## src/rtl/truncador_sat_pipe_pkg.sv

```systemverilog
`default_nettype none
// ============================================================================
//  Module   : truncador_sat_pipe_pkg
//  Brief    : Shared fixed-point defaults and helpers for the requantiser.
//  Revision : 1.0 - initial release
// ============================================================================
package truncador_sat_pipe_pkg;

    // Default fixed-point geometry of the filter datapath and DAC code
    localparam int c_N_DEF        = 16;
    localparam int c_F_DEF        = 10;
    localparam int c_OUT_W_DEF    = 8;
    localparam int c_CHANNELS_DEF = 2;
    localparam int c_CNT_W_DEF    = 16;

    // Number of LSBs discarded when moving from F fractional bits to an
    // OUT_W-bit code spanning [-1,1)
    function automatic int shift_amt(input int f, input int out_w);
        return f - (out_w - 1);
    endfunction

endpackage
`default_nettype wire

```

## src/rtl/truncador_sat_pipe_trunc_lane.sv

```systemverilog
`default_nettype none
// ============================================================================
//  Module   : trunc_lane
//  Brief    : One lane of the second stage: arithmetic shift of the rounded
//             sum, clamp to the OUT_W-bit range, optional offset-binary MSB.
//  Revision : 1.0 - initial release
// ============================================================================
module trunc_lane
    import truncador_sat_pipe_pkg::*;
#(
    parameter int N     = c_N_DEF,
    parameter int F     = c_F_DEF,
    parameter int OUT_W = c_OUT_W_DEF
) (
    input  logic [N:0]       i_t,
    input  logic             i_offset,
    output logic [OUT_W-1:0] o_code,
    output logic             o_sat_hi,
    output logic             o_sat_lo
);

    localparam int                c_S        = shift_amt(F, OUT_W);
    localparam logic signed [N:0] c_MAX      = (N+1)'((2 ** (OUT_W - 1)) - 1);
    localparam logic signed [N:0] c_MIN      = (N+1)'(-(2 ** (OUT_W - 1)));
    localparam logic [OUT_W-1:0]  c_CODE_MAX = {1'b0, {(OUT_W-1){1'b1}}};
    localparam logic [OUT_W-1:0]  c_CODE_MIN = {1'b1, {(OUT_W-1){1'b0}}};

    logic signed [N:0] w_r;
    logic [OUT_W-1:0]  w_code;

    // Floor division by 2^S; the rounding bias was already added upstream
    assign w_r = $signed(i_t) >>> c_S;

    // Clamp first, then apply the output format so flags refer to the value
    always_comb begin
        w_code   = w_r[OUT_W-1:0];
        o_sat_hi = 1'b0;
        o_sat_lo = 1'b0;
        if (w_r > c_MAX) begin
            w_code   = c_CODE_MAX;
            o_sat_hi = 1'b1;
        end else if (w_r < c_MIN) begin
            w_code   = c_CODE_MIN;
            o_sat_lo = 1'b1;
        end
        o_code = i_offset ? (w_code ^ c_CODE_MIN) : w_code;
    end

endmodule
`default_nettype wire

```

## src/rtl/truncador_sat_pipe.sv

```systemverilog
`default_nettype none
// ============================================================================
//  Module   : truncador_sat_pipe
//  Brief    : Multi-channel two-stage requantiser from signed fixed-point
//             samples to DAC codes, elastic valid/ready on both sides, with
//             per-lane saturation flags and a saturating event counter.
//  Revision : 1.0 - initial release
// ============================================================================
module truncador_sat_pipe
    import truncador_sat_pipe_pkg::*;
#(
    parameter int N        = c_N_DEF,
    parameter int F        = c_F_DEF,
    parameter int OUT_W    = c_OUT_W_DEF,
    parameter int CHANNELS = c_CHANNELS_DEF,
    parameter int CNT_W    = c_CNT_W_DEF
) (
    input  logic                      CLK,
    input  logic                      RST,
    input  logic                      in_valid,
    output logic                      in_ready,
    input  logic [CHANNELS*N-1:0]     in_data,
    input  logic                      mode_round,
    input  logic                      mode_offset,
    output logic                      out_valid,
    input  logic                      out_ready,
    output logic [CHANNELS*OUT_W-1:0] out_data,
    output logic [CHANNELS-1:0]       out_sat_hi,
    output logic [CHANNELS-1:0]       out_sat_lo,
    input  logic                      clr_count,
    output logic [CNT_W-1:0]          sat_count
);

    localparam int         c_S    = shift_amt(F, OUT_W);
    // Half an output LSB, expressed in input LSBs; zero when nothing is dropped
    localparam logic [N:0] c_BIAS = (c_S > 0) ? ((N+1)'(1) << ((c_S > 0) ? (c_S - 1) : 0)) : '0;

    logic                      w_adv1;
    logic                      w_adv2;
    logic                      w_xfer;
    logic                      w_any;
    logic [N:0]                w_s1_sum [CHANNELS];
    logic [CHANNELS*OUT_W-1:0] w_code;
    logic [CHANNELS-1:0]       w_hi;
    logic [CHANNELS-1:0]       w_lo;

    logic                      r_s1_valid;
    logic [N:0]                r_s1_t [CHANNELS];
    logic                      r_s1_offset;
    logic                      r_s2_valid;
    logic [CHANNELS*OUT_W-1:0] r_out_data;
    logic [CHANNELS-1:0]       r_sat_hi;
    logic [CHANNELS-1:0]       r_sat_lo;
    logic [CNT_W-1:0]          r_count;

    // A stage may load when it is empty or the stage after it is moving
    assign w_adv2   = ~r_s2_valid | out_ready;
    assign w_adv1   = ~r_s1_valid | w_adv2;
    assign in_ready = w_adv1 & ~RST;
    assign w_xfer   = r_s2_valid & out_ready;
    assign w_any    = |(r_sat_hi | r_sat_lo);

    generate
        for (genvar k = 0; k < CHANNELS; k++) begin : g_lane
            // One extra bit of headroom so adding the bias can never wrap
            assign w_s1_sum[k] = {in_data[k*N+N-1], in_data[k*N +: N]}
                               + (mode_round ? c_BIAS : '0);

            trunc_lane #(
                .N     (N),
                .F     (F),
                .OUT_W (OUT_W)
            ) u_lane (
                .i_t      (r_s1_t[k]),
                .i_offset (r_s1_offset),
                .o_code   (w_code[k*OUT_W +: OUT_W]),
                .o_sat_hi (w_hi[k]),
                .o_sat_lo (w_lo[k])
            );
        end
    endgenerate

    // Stage 1: capture the widened, optionally biased sums with the beat's format
    always_ff @(posedge CLK) begin
        if (RST) begin
            r_s1_valid <= 1'b0;
        end else if (w_adv1) begin
            r_s1_valid <= in_valid;
            if (in_valid) begin
                r_s1_t      <= w_s1_sum;
                r_s1_offset <= mode_offset;
            end
        end
    end

    // Stage 2: register clamped codes and flags; held while downstream stalls
    always_ff @(posedge CLK) begin
        if (RST) begin
            r_s2_valid <= 1'b0;
            r_out_data <= '0;
            r_sat_hi   <= '0;
            r_sat_lo   <= '0;
        end else if (w_adv2) begin
            r_s2_valid <= r_s1_valid;
            if (r_s1_valid) begin
                r_out_data <= w_code;
                r_sat_hi   <= w_hi;
                r_sat_lo   <= w_lo;
            end
        end
    end

    // Count flagged output transfers; clear takes priority, no wrap at all-ones
    always_ff @(posedge CLK) begin
        if (RST || clr_count) begin
            r_count <= '0;
        end else if (w_xfer && w_any && (r_count != '1)) begin
            r_count <= r_count + 1'b1;
        end
    end

    assign out_valid  = r_s2_valid;
    assign out_data   = r_out_data;
    assign out_sat_hi = r_sat_hi;
    assign out_sat_lo = r_sat_lo;
    assign sat_count  = r_count;

endmodule
`default_nettype wire

```

## config.mk

```make
export PLATFORM = sky130hd
export DESIGN_NAME = truncador_sat_pipe
export DESIGN_NICKNAME = d
export VERILOG_FILES = /design/src/rtl/truncador_sat_pipe_pkg.sv /design/src/rtl/truncador_sat_pipe_trunc_lane.sv /design/src/rtl/truncador_sat_pipe.sv
export SDC_FILE = /design/constraint.sdc
export NUM_CORES = 1
export LEC_CHECK = 0
export BUFFER_PORTS_ARGS = -buffer_cell sky130_fd_sc_hd__buf_2
export CORE_MARGIN = 5
export CORE_UTILIZATION = 30
export DETAILED_ROUTE_END_ITERATION = 7
export PLACE_DENSITY = 0.54
export SYNTH_ARGS = -nofsm -noshare
export SYNTH_HDL_FRONTEND = slang
export SYNTH_SLANG_ARGS = --single-unit
```

## constraint.sdc

```tcl
create_clock -name CLK -period 2.3 [get_ports CLK]
set_input_delay 0.115 -clock CLK [delete_from_list [all_inputs] [get_ports CLK]]
set_output_delay 0.115 -clock CLK [all_outputs]
set_load 0.1 [all_outputs]
```

==> flow_metrics.tcl, run 1 <==
set metrics [dict create \
    ys_seq_elements 67 \
    yosysSeqAreaShare 0.544 \
    place_congestion 0.836 \
    yosysTopAreaCellShare 0.291 \
    diodes 0 \
    first_pass_iters 4 \
    area_growth_pct 25.6 \
    layout_common_cells "buf_2 (72), dfxtp_1 (35), nand2_1 (31)" \
    wl_met3_um 434 \
    vias 2380 \
    nets 415 \
    io_pins 77 \
    die_h_um 110 \
    leakage_nw 1.47 \
    slew_headroom 0.592 \
    clock-sinks 67 \
    run_status "finished clean" \
    cts_max_level 3 \
    max_freq_ghz 0.570 \
    crit_path_max_fanout 7 \
    postCtsSetupRepairBufs 0 \
    drive_above_1_share 0.275 \
    die_width_um 110 \
    drt-initial-drc-count 119 \
    rsz0062_at_grt "false" \
    cts.clk_slew.worst_paths_ps 70 \
    cts-root-buf "clkbuf_8" \
    grt_max_degree 30 \
    antenna_found_initial 0 \
    cts-resized-gates 0 \
    cts_tree "done" \
    yosysUniqueCellTypes 38 \
    synthesis.nets 336 \
    clock_latency_ps 340 \
    n_fill_cell 1003 \
    hp-class "in2reg" \
    initial_core_util 0.307 \
    drt-total-wl_mm 6.88 \
    stdcell_count 511 \
    synth_area_um2 3000 \
    finalCritPeriodShare 0.762 \
    rows 36 \
    grt_pass1_vias 2225 \
    vdd_drop_max_v 0.000328 \
    dp.cells 493 \
    start_kind "flop" \
    avgRoutedWirePerCell_um 13.5 \
    overflow 0 \
    period_minus_slack_ps 1750 \
    post_drt_via_cell_ratio 4.66 \
    synthTopCellsByArea "edfxtp_1 (29%), dfxtp_1 (25%), xnor2_1 (7.6%), a21oi_1 (4.0%), nand2_1 (3.9%)" \
    postLayoutSetupSlackWorst_ps 547 \
    final_area_um2 3760 \
    finalMaxSlewViolations 0 \
    worstMarginPinSlew_ps 612 \
    track_usage 0.118 \
    wl_met1_mm 3.20 \
    highest_layer "met4" \
    dieArea_um2 12100 \
    critPathCaptureType "flop" \
    port_buffers 72 \
    arrival_ps 2030 \
    grt_pass1_wl_mm 10.9 \
    cp_data_required_time_ps 2570 \
    drc 0 \
    final-hold-violation-count 0 \
    synth-edff-count 29 \
    finish.utilization 0.385 \
    hpwl_mm 5.20 \
    yosys.area.top_type "edfxtp_1" \
    critPathKind "reg2reg" \
    setup-tns-final_ps 0 \
    async_flop_share 0 \
    mostFrequentLayoutCell "buf_2" \
    ys.flop_type "dfxtp_1" \
    ctsHoldBuffers 2 \
    power.density_nw_per_um2 715 \
    setup_viol 0 \
    skew_ps 8.29 \
    avgSynthCellArea_um2 10.2 \
    power_mw 2.69 \
    place_area_um2 3530 \
    hold_ws_ps 77.7 \
    fp.coreArea_um2 9770 \
    max_cap_violations 0 \
    place_ws_ps 478 \
    wl_met2_mm 3.19 \
    ys_warn_count 0 \
    syn_inst 294 \
    antenna_left 0 \
    clockBufferDepth 2 \
    cts_made_buffers 9 \
]
-- path summary, 6_finish.rpt --
| check | start | endpoint | slack, ps | cells past startpoint |
|---|---|---|---|---|
| min reg2reg | out_data[3]$_SDFFE_PP0P_ | out_data[3]$_SDFFE_PP0P_ | 460 | 2 |
| max reg2reg | sat_count[0]$_SDFFE_PP0P_ | sat_count[13]$_SDFFE_PP0P_ | 550 | 6 |
| min | clr_count | sat_count[13]$_SDFFE_PP0P_ | 80 | 3 |
| max | sat_count[0]$_SDFFE_PP0P_ | sat_count[13]$_SDFFE_PP0P_ | 550 | 6 |
-- registers in the layout (all words and copies together), names as in the netlist --
register	flops
out_data	16
out_sat_lo	2
sat_count	16
r_s1_t	28
out_valid	1
r_s1_valid	1
r_s1_offset	1
out_sat_hi	2
-- final cells by class --
class | count | area [um2] | share of cell area
inverters | 4 | 15.0 | 0.00399
well taps | 133 | 166 | 0.0442
clock inverters | 6 | 88.8 | 0.0236
repair buffers | 77 | 403 | 0.107
multi-input cells | 214 | 1330 | 0.353
clock buffers | 10 | 128 | 0.0339
flip-flops and latches | 67 | 1640 | 0.435
-- cells by family (layout without fill, tap and decap cells) --
group                    Yosys count  count (layout)  share of synthesized area
buffers and inverters             13              97                     0.0171
AO/OA/AOI/OAI                     49              49                     0.0927
multiplexers                       3               3                     0.0100
flip-flops                        67              67                      0.544
XOR/XNOR                          33              33                     0.0965
adder cells (fa/ha/maj)            3               3                     0.0125
AND/OR/NAND/NOR                  126             126                      0.227
-- where the power goes --
group          switching, mW  internal, mW
logic                  0.240        0.0802
clock network          0.448         0.613
registers             0.0217          1.29
-- layer usage --
layer,up-vias,global-route usage
li1,1219,-
met1,1097,0.153
met2,60,0.185
met3,4,0.0435
met4,0,0.0347
met5,-,0
-- synthesized netlist by cell type, types with 4 or more instances --
library cell	number
edfxtp_1	29
dfxtp_1	38
xnor2_1	26
o21ai_0	14
and2_1	5
a21oi_1	24
nand4_1	12
nand2_1	31
nor3_1	8
or2_2	4
xor2_1	7
clkbuf_1	7
nand3_1	13
and3_1	7
inv_1	4
nor2_1	25
and4_1	4
-- critical path, stage by stage (launching register included) --
cell and delay, ps:
dfxtp_2 370, ha_1 230, nand4_1 160, nor4_4 470, nor2_1 140, nand4_1 140, mux2i_1 180
(Power assumes the default switching activity.)
==> run 2, diff against run 1 <==
==> constraint.sdc (replaced) <==
create_clock -name CLK -period 1.8 [get_ports CLK]
set_input_delay 0.09 -clock CLK [delete_from_list [all_inputs] [get_ports CLK]]
set_output_delay 0.09 -clock CLK [all_outputs]
set_load 0.1 [all_outputs]
==> run 2 against run 1 <==
- flip-flop and latch count did not move
- critical path depth fell by 1
- maximum frequency rose by 11%
- sequential share of layout area fell by 0.32 points
- first-iteration DRC count rose by 18%
- final cell count rose by 1.2%
- clock power rose by 56%
- wire length fell by 0.97%
- largest cell class unchanged
==> flow_metrics.tcl, run 2 (synthesis results as in run 1) <==
set metrics [dict create \
    stdcell_count 517 \
    worstReg2RegEnd "sat_count[7]$_SDFFE_PP0P_" \
    finalCritPeriodShare 0.879 \
    clock-sinks 67 \
    grt_pass1_wl_mm 11.3 \
    area_growth_pct 31.4 \
    seq_power_share 0.444 \
    die_width_um 110 \
    clock_latency_ps 340 \
    cts_tree "done" \
    drive_above_1_share 0.344 \
    antenna_left 0 \
    wl_met3_um 387 \
    finalMaxSlewViolations 0 \
    first_pass_iters 4 \
    final_area_um2 3940 \
    diodes 0 \
    hp-class "in2reg" \
    r2r_slack_ps 220 \
    place_congestion 0.794 \
    critPathKind "reg2reg" \
    dieArea_um2 12100 \
    leakage_nw 1.54 \
    track_usage 0.122 \
    drc 0 \
    drt-total-wl_mm 6.81 \
    post_drt_via_cell_ratio 4.64 \
    cts_made_buffers 9 \
    antenna_found_initial 0 \
    period_minus_slack_ps 1580 \
    skew_ps 13.2 \
    power.density_nw_per_um2 945 \
    rows 36 \
    rsz0062_at_grt "false" \
    clkPwrFrac 0.443 \
    vias 2399 \
    r2r_start "out_valid$_SDFFE_PP0P_" \
    ff2ff_path_depth 5 \
    place_area_um2 3650 \
    hpwl_mm 5.15 \
    cts.clk_slew.worst_paths_ps 70 \
    cp-startpoint "out_valid$_SDFFE_PP0P_" \
    intPower_mw 2.81 \
    combPwrFrac 0.113 \
    mostFrequentLayoutCell "buf_2" \
    power_mw 3.72 \
    wl_met1_mm 3.22 \
    cts-root-buf "clkbuf_8" \
    final-hold-violation-count 0 \
    max_freq_ghz 0.632 \
    highest_layer "met4" \
    io_pins 77 \
    run_status "finished clean" \
    nets 421 \
    largest_reg_flops 28 \
    critPathCaptureType "flop" \
    layout_common_cells "buf_2 (72), nand2_1 (31), edfxtp_1 (29)" \
    die_h_um 110 \
    clockBufferDepth 2 \
    p_sw_mw 0.915 \
    drt-initial-drc-count 141 \
    swShare 0.246 \
    worstMarginPinSlew_ps 595 \
    port_buffers 72 \
    vdd_drop_max_v 0.000389 \
    crit_path_max_fanout 6 \
    grt_max_degree 30 \
    cts_max_level 3 \
    slew_headroom 0.603 \
    setup-tns-final_ps 0 \
    fp.coreArea_um2 9770 \
    cp_data_required_time_ps 2020 \
    wl_met2_mm 3.10 \
    max_cap_violations 0 \
    dp.cells 499 \
    crit_path_end "sat_count[7]$_SDFFE_PP0P_" \
    arrival_ps 1800 \
    initial_core_util 0.307 \
    largest_register "r_s1_t" \
    overflow 0 \
    avgRoutedWirePerCell_um 13.2 \
    setup_viol 0 \
    grt_pass1_vias 2400 \
    start_kind "flop" \
]
==> run 2: changes by cell type in the layout (fill, tap and decap cells not counted), sizes merged <==
cell,change
clkinvlp,-1
clkinv,-1
bufinv,+2
buf,+6
==> run 2: area by class of cell <==
| class | instances | area [um2] |
|---|---|---|
| Timing Repair Buffer | 83 | 448 |
| Fill cell | 988 | 5840 |
| Inverter | 4 | 15.0 |
| Clock inverter | 6 | 138 |
| Tap cell | 133 | 166 |
| Clock buffer | 10 | 128 |
| Sequential cell | 67 | 1700 |
| Multi-Input combinational cell | 214 | 1340 |
==> run 2: power groups by stage <==
stage | logic [mW] | registers (mW) | clock network, mW
global route | 0.452 | 1.66 | 1.76
global placement | 0.417 | 1.69 | 0
detailed placement | 0.420 | 1.69 | 0
CTS | 0.424 | 1.65 | 1.68
finish | 0.419 | 1.65 | 1.65
floorplan | 0.131 | 1.84 | 0
==> run 2: timing repair <==
action                                 in CTS  in global routing
buffers inserted                            0                  0
hold buffers                                2                  0
endpoints found under the hold margin       2                  0
setup endpoints to repair                   0                  5
gates resized for setup                     0                  1
==> run 2: how the worst min path moves through the flow <==
stage / start / endpoint / slack (ps) / cells after the start
after floorplan: mode_offset / r_s1_offset$_DFFE_PP_ / 190 / 0
after global placement: mode_offset / r_s1_offset$_DFFE_PP_ / 270 / 1
after detailed placement: mode_offset / r_s1_offset$_DFFE_PP_ / 270 / 1
after CTS: clr_count / sat_count[13]$_SDFFE_PP0P_ / 30 / 3
after global routing: in_data[22] / r_s1_t[6]$_DFFE_PP_ / 40 / 2
final: clr_count / sat_count[13]$_SDFFE_PP0P_ / 50 / 3
==> run 2: metrics by stage <==
stage / worst slack (ps) / util / hold slack (ps)
4_1_cts: 152 / 0.402 / 28.1
2_1_floorplan: -186 / - / 189
6_report: 217 / 0.403 / 47.2
5_1_grt: 65.6 / 0.403 / 39.6
3_5_place_dp: 150 / 0.373 / 274
3_3_place_gp: 191 / 0.373 / 269
==> run 2: critical path, cell delays in order (launching register included) <==
cell and delay (ps):
dfxtp_4 350, nand2_1 80, or3_1 500, nor4b_2 340
xnor2_1 150, nor2_1 50
==> run 2: metal layers <==
metal / up-vias / GRT usage
met2: 56 / 0.193
li1: 1240 / -
met1: 1095 / 0.155
met5: - / 0
met4: 0 / 0.0508
met3: 8 / 0.0335
